<file path="src/rtl/readout_pkg.sv">
// Shared types and parameter defaults for the column-drain readout sequencer.
package readout_pkg;

  typedef enum logic [2:0] {
    IDLE,
    FREEZE,
    READ,
    SHIFT,
    DONE
  } seq_state_t;

  localparam int unsigned WORD_BITS_DEF    = 27;
  localparam int unsigned FREEZE_SETUP_DEF = 4;
  localparam int unsigned CNT_W_DEF        = 8;
  localparam int unsigned WDOG_CYCLES_DEF  = 4096;

endpackage

</file>
<file path="src/rtl/seq_timer.sv">
// Loadable down-counter; o_tc is high while the count sits at zero.
module seq_timer #(
  parameter int unsigned W = 5
) (
  input  logic         i_clk,
  input  logic         i_rst,
  input  logic         i_load,
  input  logic [W-1:0] i_load_val,
  output logic         o_tc
);

  logic [W-1:0] r_cnt;

  always_ff @(posedge i_clk or posedge i_rst) begin
    if (i_rst) begin
      r_cnt <= '0;
    end else if (i_load) begin
      r_cnt <= i_load_val;
    end else if (r_cnt != '0) begin
      r_cnt <= r_cnt - 1'b1;
    end
  end

  assign o_tc = (r_cnt == '0);

endmodule

</file>
<file path="src/rtl/readout_sequencer.sv">
// Column-drain readout sequencer: freeze columns, then one Read strobe per hit word.
// Optional frame watchdog enabled by defining READOUT_WATCHDOG_EN.
module readout_sequencer
  import readout_pkg::*;
#(
  parameter int unsigned WORD_BITS    = WORD_BITS_DEF,
  parameter int unsigned FREEZE_SETUP = FREEZE_SETUP_DEF,
  parameter int unsigned CNT_W        = CNT_W_DEF,
  parameter int unsigned WDOG_CYCLES  = WDOG_CYCLES_DEF
) (
  input  logic             ClkOut,
  input  logic             Reset,
  input  logic             EnReadout,
  input  logic             TokenIn,
  output logic             Freeze,
  output logic             Read,
  output logic             Busy,
  output logic             FrameDone,
  output logic [CNT_W-1:0] HitCount,
  output logic             Timeout
);

  localparam int unsigned MAXV = (WORD_BITS > FREEZE_SETUP) ? WORD_BITS : FREEZE_SETUP;
  localparam int unsigned TW   = $clog2(MAXV + 1);

  if (WORD_BITS < 2) begin : g_chk_word_bits
    $error("readout_sequencer: WORD_BITS must be >= 2");
  end
  if (FREEZE_SETUP < 1) begin : g_chk_freeze_setup
    $error("readout_sequencer: FREEZE_SETUP must be >= 1");
  end
  if (WDOG_CYCLES < 2) begin : g_chk_wdog
    $error("readout_sequencer: WDOG_CYCLES must be >= 2");
  end

  seq_state_t       r_state;
  seq_state_t       w_next;
  logic [CNT_W-1:0] r_hits;
  logic             w_enter_freeze;
  logic             w_tmr_load;
  logic [TW-1:0]    w_tmr_val;
  logic             w_tc;
  logic             w_abort;

  assign w_enter_freeze = (r_state == IDLE) && EnReadout && TokenIn;

  // Timer is loaded one short of the phase length so terminal count lands
  // on the last cycle of FREEZE / SHIFT; Read edges are WORD_BITS apart.
  assign w_tmr_load = w_enter_freeze || (r_state == READ);
  assign w_tmr_val  = w_enter_freeze ? TW'(FREEZE_SETUP - 1) : TW'(WORD_BITS - 2);

  seq_timer #(
    .W (TW)
  ) u_timer (
    .i_clk      (ClkOut),
    .i_rst      (Reset),
    .i_load     (w_tmr_load),
    .i_load_val (w_tmr_val),
    .o_tc       (w_tc)
  );

  always_comb begin
    w_next = r_state;
    unique case (r_state)
      IDLE:    if (w_enter_freeze) w_next = FREEZE;
      FREEZE: begin
        if (w_abort)   w_next = DONE;
        else if (w_tc) w_next = TokenIn ? READ : DONE;
      end
      READ:    w_next = SHIFT;
      SHIFT: begin
        if (w_abort)   w_next = DONE;
        else if (w_tc) w_next = (TokenIn && EnReadout) ? READ : DONE;
      end
      DONE:    w_next = IDLE;
      default: w_next = IDLE;
    endcase
  end

  always_ff @(posedge ClkOut or posedge Reset) begin
    if (Reset) begin
      r_state <= IDLE;
    end else begin
      r_state <= w_next;
    end
  end

  always_ff @(posedge ClkOut or posedge Reset) begin
    if (Reset) begin
      r_hits <= '0;
    end else if (w_enter_freeze) begin
      r_hits <= '0;
    end else if ((r_state == READ) && (r_hits != '1)) begin
      r_hits <= r_hits + 1'b1;
    end
  end

`ifdef READOUT_WATCHDOG_EN
  localparam int unsigned FW = $clog2(WDOG_CYCLES + 1);

  logic [FW-1:0] r_frame_cnt;
  logic          r_timeout;

  // Counter reads k during the k-th cycle of the frame, so the abort
  // decision at WDOG_CYCLES-1 puts DONE on frame cycle WDOG_CYCLES.
  always_ff @(posedge ClkOut or posedge Reset) begin
    if (Reset) begin
      r_frame_cnt <= '0;
    end else if (w_enter_freeze) begin
      r_frame_cnt <= FW'(1);
    end else if ((r_state != IDLE) && (r_frame_cnt < FW'(WDOG_CYCLES))) begin
      r_frame_cnt <= r_frame_cnt + 1'b1;
    end
  end

  assign w_abort = ((r_state == FREEZE) || (r_state == SHIFT)) &&
                   (r_frame_cnt >= FW'(WDOG_CYCLES - 1));

  always_ff @(posedge ClkOut or posedge Reset) begin
    if (Reset) begin
      r_timeout <= 1'b0;
    end else begin
      r_timeout <= w_abort;
    end
  end

  assign Timeout = r_timeout;
`else
  assign w_abort = 1'b0;
  assign Timeout = 1'b0;
`endif

  assign Freeze    = (r_state == FREEZE) || (r_state == READ) || (r_state == SHIFT);
  assign Read      = (r_state == READ);
  assign Busy      = (r_state != IDLE);
  assign FrameDone = (r_state == DONE);
  assign HitCount  = r_hits;

endmodule

</file>
<file path="config.mk">
export PLATFORM = sky130hd
export DESIGN_NAME = readout_sequencer
export DESIGN_NICKNAME = d
export VERILOG_FILES = /design/src/rtl/readout_pkg.sv /design/src/rtl/seq_timer.sv /design/src/rtl/readout_sequencer.sv
export SDC_FILE = /design/constraint.sdc
export NUM_CORES = 1
export LEC_CHECK = 0
export ABC_AREA = 0
export ABC_CLOCK_PERIOD_IN_PS = 3150
export BUFFER_PORTS_ARGS = -buffer_cell sky130_fd_sc_hd__buf_2
export CAP_MARGIN = 0
export CORE_UTILIZATION = 40
export CTS_CLUSTER_SIZE = 40
export DETAILED_ROUTE_END_ITERATION = 8
export GPL_TIMING_DRIVEN = 0
export PLACE_DENSITY = 0.59
export SLEW_MARGIN = 20
export SYNTH_ARGS = -nofsm -noshare
export SYNTH_HDL_FRONTEND = slang
export SYNTH_SLANG_ARGS = --single-unit
</file>
<file path="constraint.sdc">
create_clock -name ClkOut -period 3.15 [get_ports ClkOut]
set_input_delay 0 -clock ClkOut [delete_from_list [all_inputs] [get_ports ClkOut]]
set_output_delay 0 -clock ClkOut [all_outputs]
set_load 0.01 [all_outputs]
</file>
Word level (Yosys, flattened, before mapping)
Cells that the tools add are included.

Flip-flop bits (word level): 16. Output and inout port bits: 13.

Add/subtract/negate cells: 2. Equality and inequality tests: 8. Multiplexer cells: 11. Reduce and logical (&&, ||, !) cells: 14.

Operators by type and width (count): $mux 8 (2); $mux 3 (5); $mux 5 (3); $pmux 3 s4 (1); $add 8x1->8 const B (1); $ne 8x8->1 const B (1); $eq 3x2->1 const B (2); $logic_not 5->1 (1); $reduce_bool 5->1 (1); $sub 5x1->5 const B (1); $logic_and 1x1->1 (4); $ne 2x1->1 const B (2); $reduce_bool 2->1 (2); $eq 3x1->1 const B (1); $eq 3x3->1 const B (1); $logic_not 3->1 (1); $logic_or 1x1->1 (3); $reduce_and 3->1 (1); $reduce_bool 3->1 (1); $ne 2x2->1 const B (1).

Longest topological paths before layout
Word-level depth: 5. Mapped depth: 6.

Cells and area by module
Synthesis repeated with hierarchy kept, for this count alone.

Cell total of the unflattened synthesis: 98. Area, all modules: 939.7 um^2.

Modules (own cells, without submodules): readout_sequencer (times used 1, cells an instance 70, area each 656.9 um^2, sequential area each 275.3 um^2); seq_timer (times used 1, cells an instance 28, area each 282.8 um^2, sequential area each 125.1 um^2).

Worst setup path before layout
No wires, ideal clock.

Path type: register to register. Start point: reg r_state[0]. End point: reg r_hits[5] (netlist: HitCount[5]). Setup time: 0.078 ns. Arrival time: 1.756 ns. Data required time: 3.072 ns. Slack: 1.317 ns. Cell stages (with the launch flop): 6. Buffers on the path: 1. Clock period less this slack: 1.833 ns. Cells stage by stage: dfrtp_1 > or3b_1 > clkbuf_2 > a41o_4 > or4_1 > a21oi_1.

Word-level cells in the longest chain between the ends: 4. Elaborated cells on any way between the ends: 7.

RTL lines: start: declaration (line readout_sequencer.sv:36) `seq_state_t r_state;`; start signal: assignment (line readout_sequencer.sv:84) `r_state <= w_next;`; $logic_not 3->1 (line readout_sequencer.sv:45) `assign w_enter_freeze = (r_state == IDLE) && EnReadout && TokenIn;`; $logic_and 1x1->1 (2 in a row) (line readout_sequencer.sv:45); $mux 8 or $reduce_bool 2->1 (tied branches); end signal: assignment (line readout_sequencer.sv:94) `r_hits <= r_hits + 1'b1;`; end: declaration (line readout_sequencer.sv:38) `logic [CNT_W-1:0] r_hits;`.

Parallel ways exist; a longest one is shown, timed or not. A chain may end at the register's enable or synchronous reset.

Worst setup path after layout
Same ends and word-level chain as after synthesis.

==> flow_summary.ini <==
[grt]
antenna_found_initial = 0
grt_overflow = 0
grt_pass1_wl_um = 2691
grt_max_degree = 17
grt_pass1_vias = 598
grt_use_total_pct = 17.37

[sta]
tightest_slew_ns = 0.7084
finClkSkew_ns = 0.0008100
maxSlewViolCount = 0
finalHoldViolations = 0
setup_viol = 0
tns_ns = 0
period_needed_ns = 1.963
period_share_pct = 62.32
fmax_mhz = 509.4
grt_setup_unrepaired = false
relSlewSlack_pct = 52.65

[critical_path]
critPathBufInv = 1
cpPeakStageDelay_ns = 0.46
start_kind = register
path_cells = or3b_1 -> clkbuf_2 -> a41o_4 -> or4_1 -> a21oi_1
critPathCaptureType = register
critPathRequiredTime_ns = 3.37
crit_family = simple AND/OR/NAND/NOR gates
crit_path_top_delay_cell = or4_1
path_max_fanout = 8
critPathKind = register to register
cp_data_arrival_time_ns = 2.19

[route]
totalWireLength_um = 1694
drc = 0
initialDrtViolationCount = 8
antenna_left = 0
vias = 712
drtPass1Iterations = 4
avgViaCountPerCell = 5.159
wl_per_cell_um = 12.28

[placed_design]
place_area_um2 = 958.4
hpwl_um = 1233
gp_congestion = 0.7717
io_buffers = 15

[die]
die_h_um = 48.09
design.core.area_um2 = 1982
rows = 16
initial_core_util_pct = 42.87
ios = 17
dieArea_um2 = 2312
dieWidth_um = 48.09

[min_path]
min_path_type = input pin to register

[power_and_ir_drop]
vdd_ir_drop_max_mv = 0.3874
power_density_nw_per_um2 = 890.0
power_leakage_nw = 0.4728

[synthesis]
netlist_instances = 91
synth-seq-cells = 16
syn_area_um2 = 849.6
syn_area_per_cell_um2 = 9.336
syn_nets = 97
ys_seq_area_share_pct = 47.13
synth_warnings = 0
yosysUniqueCellTypes = 30

[clocking]
cts_tree = done
cts_buffers = 3
root_buffer = clkbuf_4
clk_path_buf_depth = 2
clkTransAtPathRegs_ns = 0.09
clkLatencyLatePin_ns = 0.29
cts.repair.resized = 0
clock_sinks = 16
cts_max_level = 1

[finish]
final_area_um2 = 1005
insertedDiodeCount = 0
layout.nets = 118
drive_gt1_share_pct = 21.62
syn_to_final_growth_pct = 18.26

[outcome]
status = completed

[flow_run]
cap_viol_max_count = 0
==> where the power goes <==
group,switching (mW),internal [mW]
Combinational,0.182,0.163
Sequential,0.113,0.297
Clock,0.0678,0.0705
==> layout make-up <==
type / count / area (µm²)
tap: 27 / 33.78
multi-input combinational: 64 / 402.9
buffer: 3 / 16.27
clock buffer: 4 / 36.28
timing repair buffer: 16 / 85.08
fill: 206 / 977.2
inverter: 8 / 30.03
sequential: 16 / 400.4
==> cell families after synthesis <==
kind of cell	synth area share, %
AND/OR/NAND/NOR	24.74
AO/OA/AOI/OAI	15.02
flip-flops	47.13
buffers and inverters	5.449
XOR/XNOR	3.093
adder cells (fa/ha/maj)	2.945
other	0.4414
multiplexers	1.178
==> worst register-to-register path, cell delays in order (launching register included) <==
cell	delay, ns
dfrtp_1	0.43
or3b_1	0.38
clkbuf_2	0.18
a41o_4	0.29
or4_1	0.46
a21oi_1	0.15
==> sequential cells by signal, indices dropped and copies added, names as in the netlist <==
register       cells
r_state            3
u_timer.r_cnt      5
HitCount           8
==> through the flow <==
stage / cells / total power, mW / setup WS, ns / utilization (%) / hold WS, ns
global route: 138 / 0.9823 / 1.068 / 50.69 / 0.1394
global placement: 133 / 0.7492 / 1.202 / 48.36 / 0.1029
finish: 138 / 0.8942 / 1.187 / 50.69 / 0.1325
floorplan: 91 / 0.6423 / 1.317 / - / -0.08626
CTS: 138 / 0.9035 / 1.163 / 50.69 / 0.1261
detailed placement: 133 / 0.7615 / 1.186 / 48.36 / 0.1083
==> placed cells by master (no fill, tap or decap), drive strengths merged, types with 4 or more instances in the layout <==
master  Yosys  layout
dfrtp      16      16
o21ai       4       4
nor2        4       4
buf         1      16
nor3        7       7
clkbuf      2       6
a21oi       6       6
nand2       8       8
nand3      10      10
inv         8       8
==> per-layer routing <==
layer | share of wire (%) | global-route usage, % | up-vias
li1 | - | - | 363
met1 | 50 | 22.38 | 335
met2 | 45 | 27.84 | 9
met3 | 2.2 | 3.396 | 5
met4 | 2.2 | 8.333 | 0
met5 | 0 | 0 | -
==> synthesized netlist by cell type (all sizes together) <==
cell	number	area [µm²]
and2	1	6.260
xnor2	3	26.28
a22o	1	8.760
a41o	1	21.27
conb	1	3.750
or4	1	7.510
and3	1	6.260
nor2	4	15.01
mux2i	1	10.01
inv	8	30.03
nor3	7	35.03
or3b	1	8.760
a21oi	6	30.03
o31ai	3	22.52
a21boi	1	7.510
and4	2	17.52
o211ai	1	7.510
clkbuf	2	8.750
dfrtp	16	400.4
ha	2	25.02
nand3	10	50.05
o21ai	4	20.02
a211o	1	10.01
nor4b	1	15.01
nand2b	1	6.260
or3	1	6.260
buf	1	7.510
nand2	8	30.03
nand4	1	6.260
==> final timing paths <==
check                                       start                 endpoint  slack (ns)  cells after the start
setup / recovery           r_state[0]$_DFFE_PP0P_  HitCount[5]$_DFFE_PP0P_        1.19                      5
hold / removal                            TokenIn   r_state[1]$_DFFE_PP0P_        0.13                      4
setup reg to reg           r_state[0]$_DFFE_PP0P_  HitCount[5]$_DFFE_PP0P_        1.19                      5
hold reg to reg            r_state[2]$_DFFE_PP0P_   r_state[1]$_DFFE_PP0P_        0.52                      1
max in group asynchronous                   Reset  HitCount[4]$_DFFE_PP0P_        2.43                      3
min in group asynchronous                   Reset   r_state[2]$_DFFE_PP0P_        0.32                      3
==> repair_timing <==
| item | 4_1_cts | 5_1_grt |
|---|---|---|
| setup buffers | 0 | 0 |
| endpoints found under the hold margin | 16 | 0 |
| endpoints found under the setup margin | 0 | 0 |
| hold buffers | 1 | 0 |
Note: power is estimated with default switching activity, not from simulation.
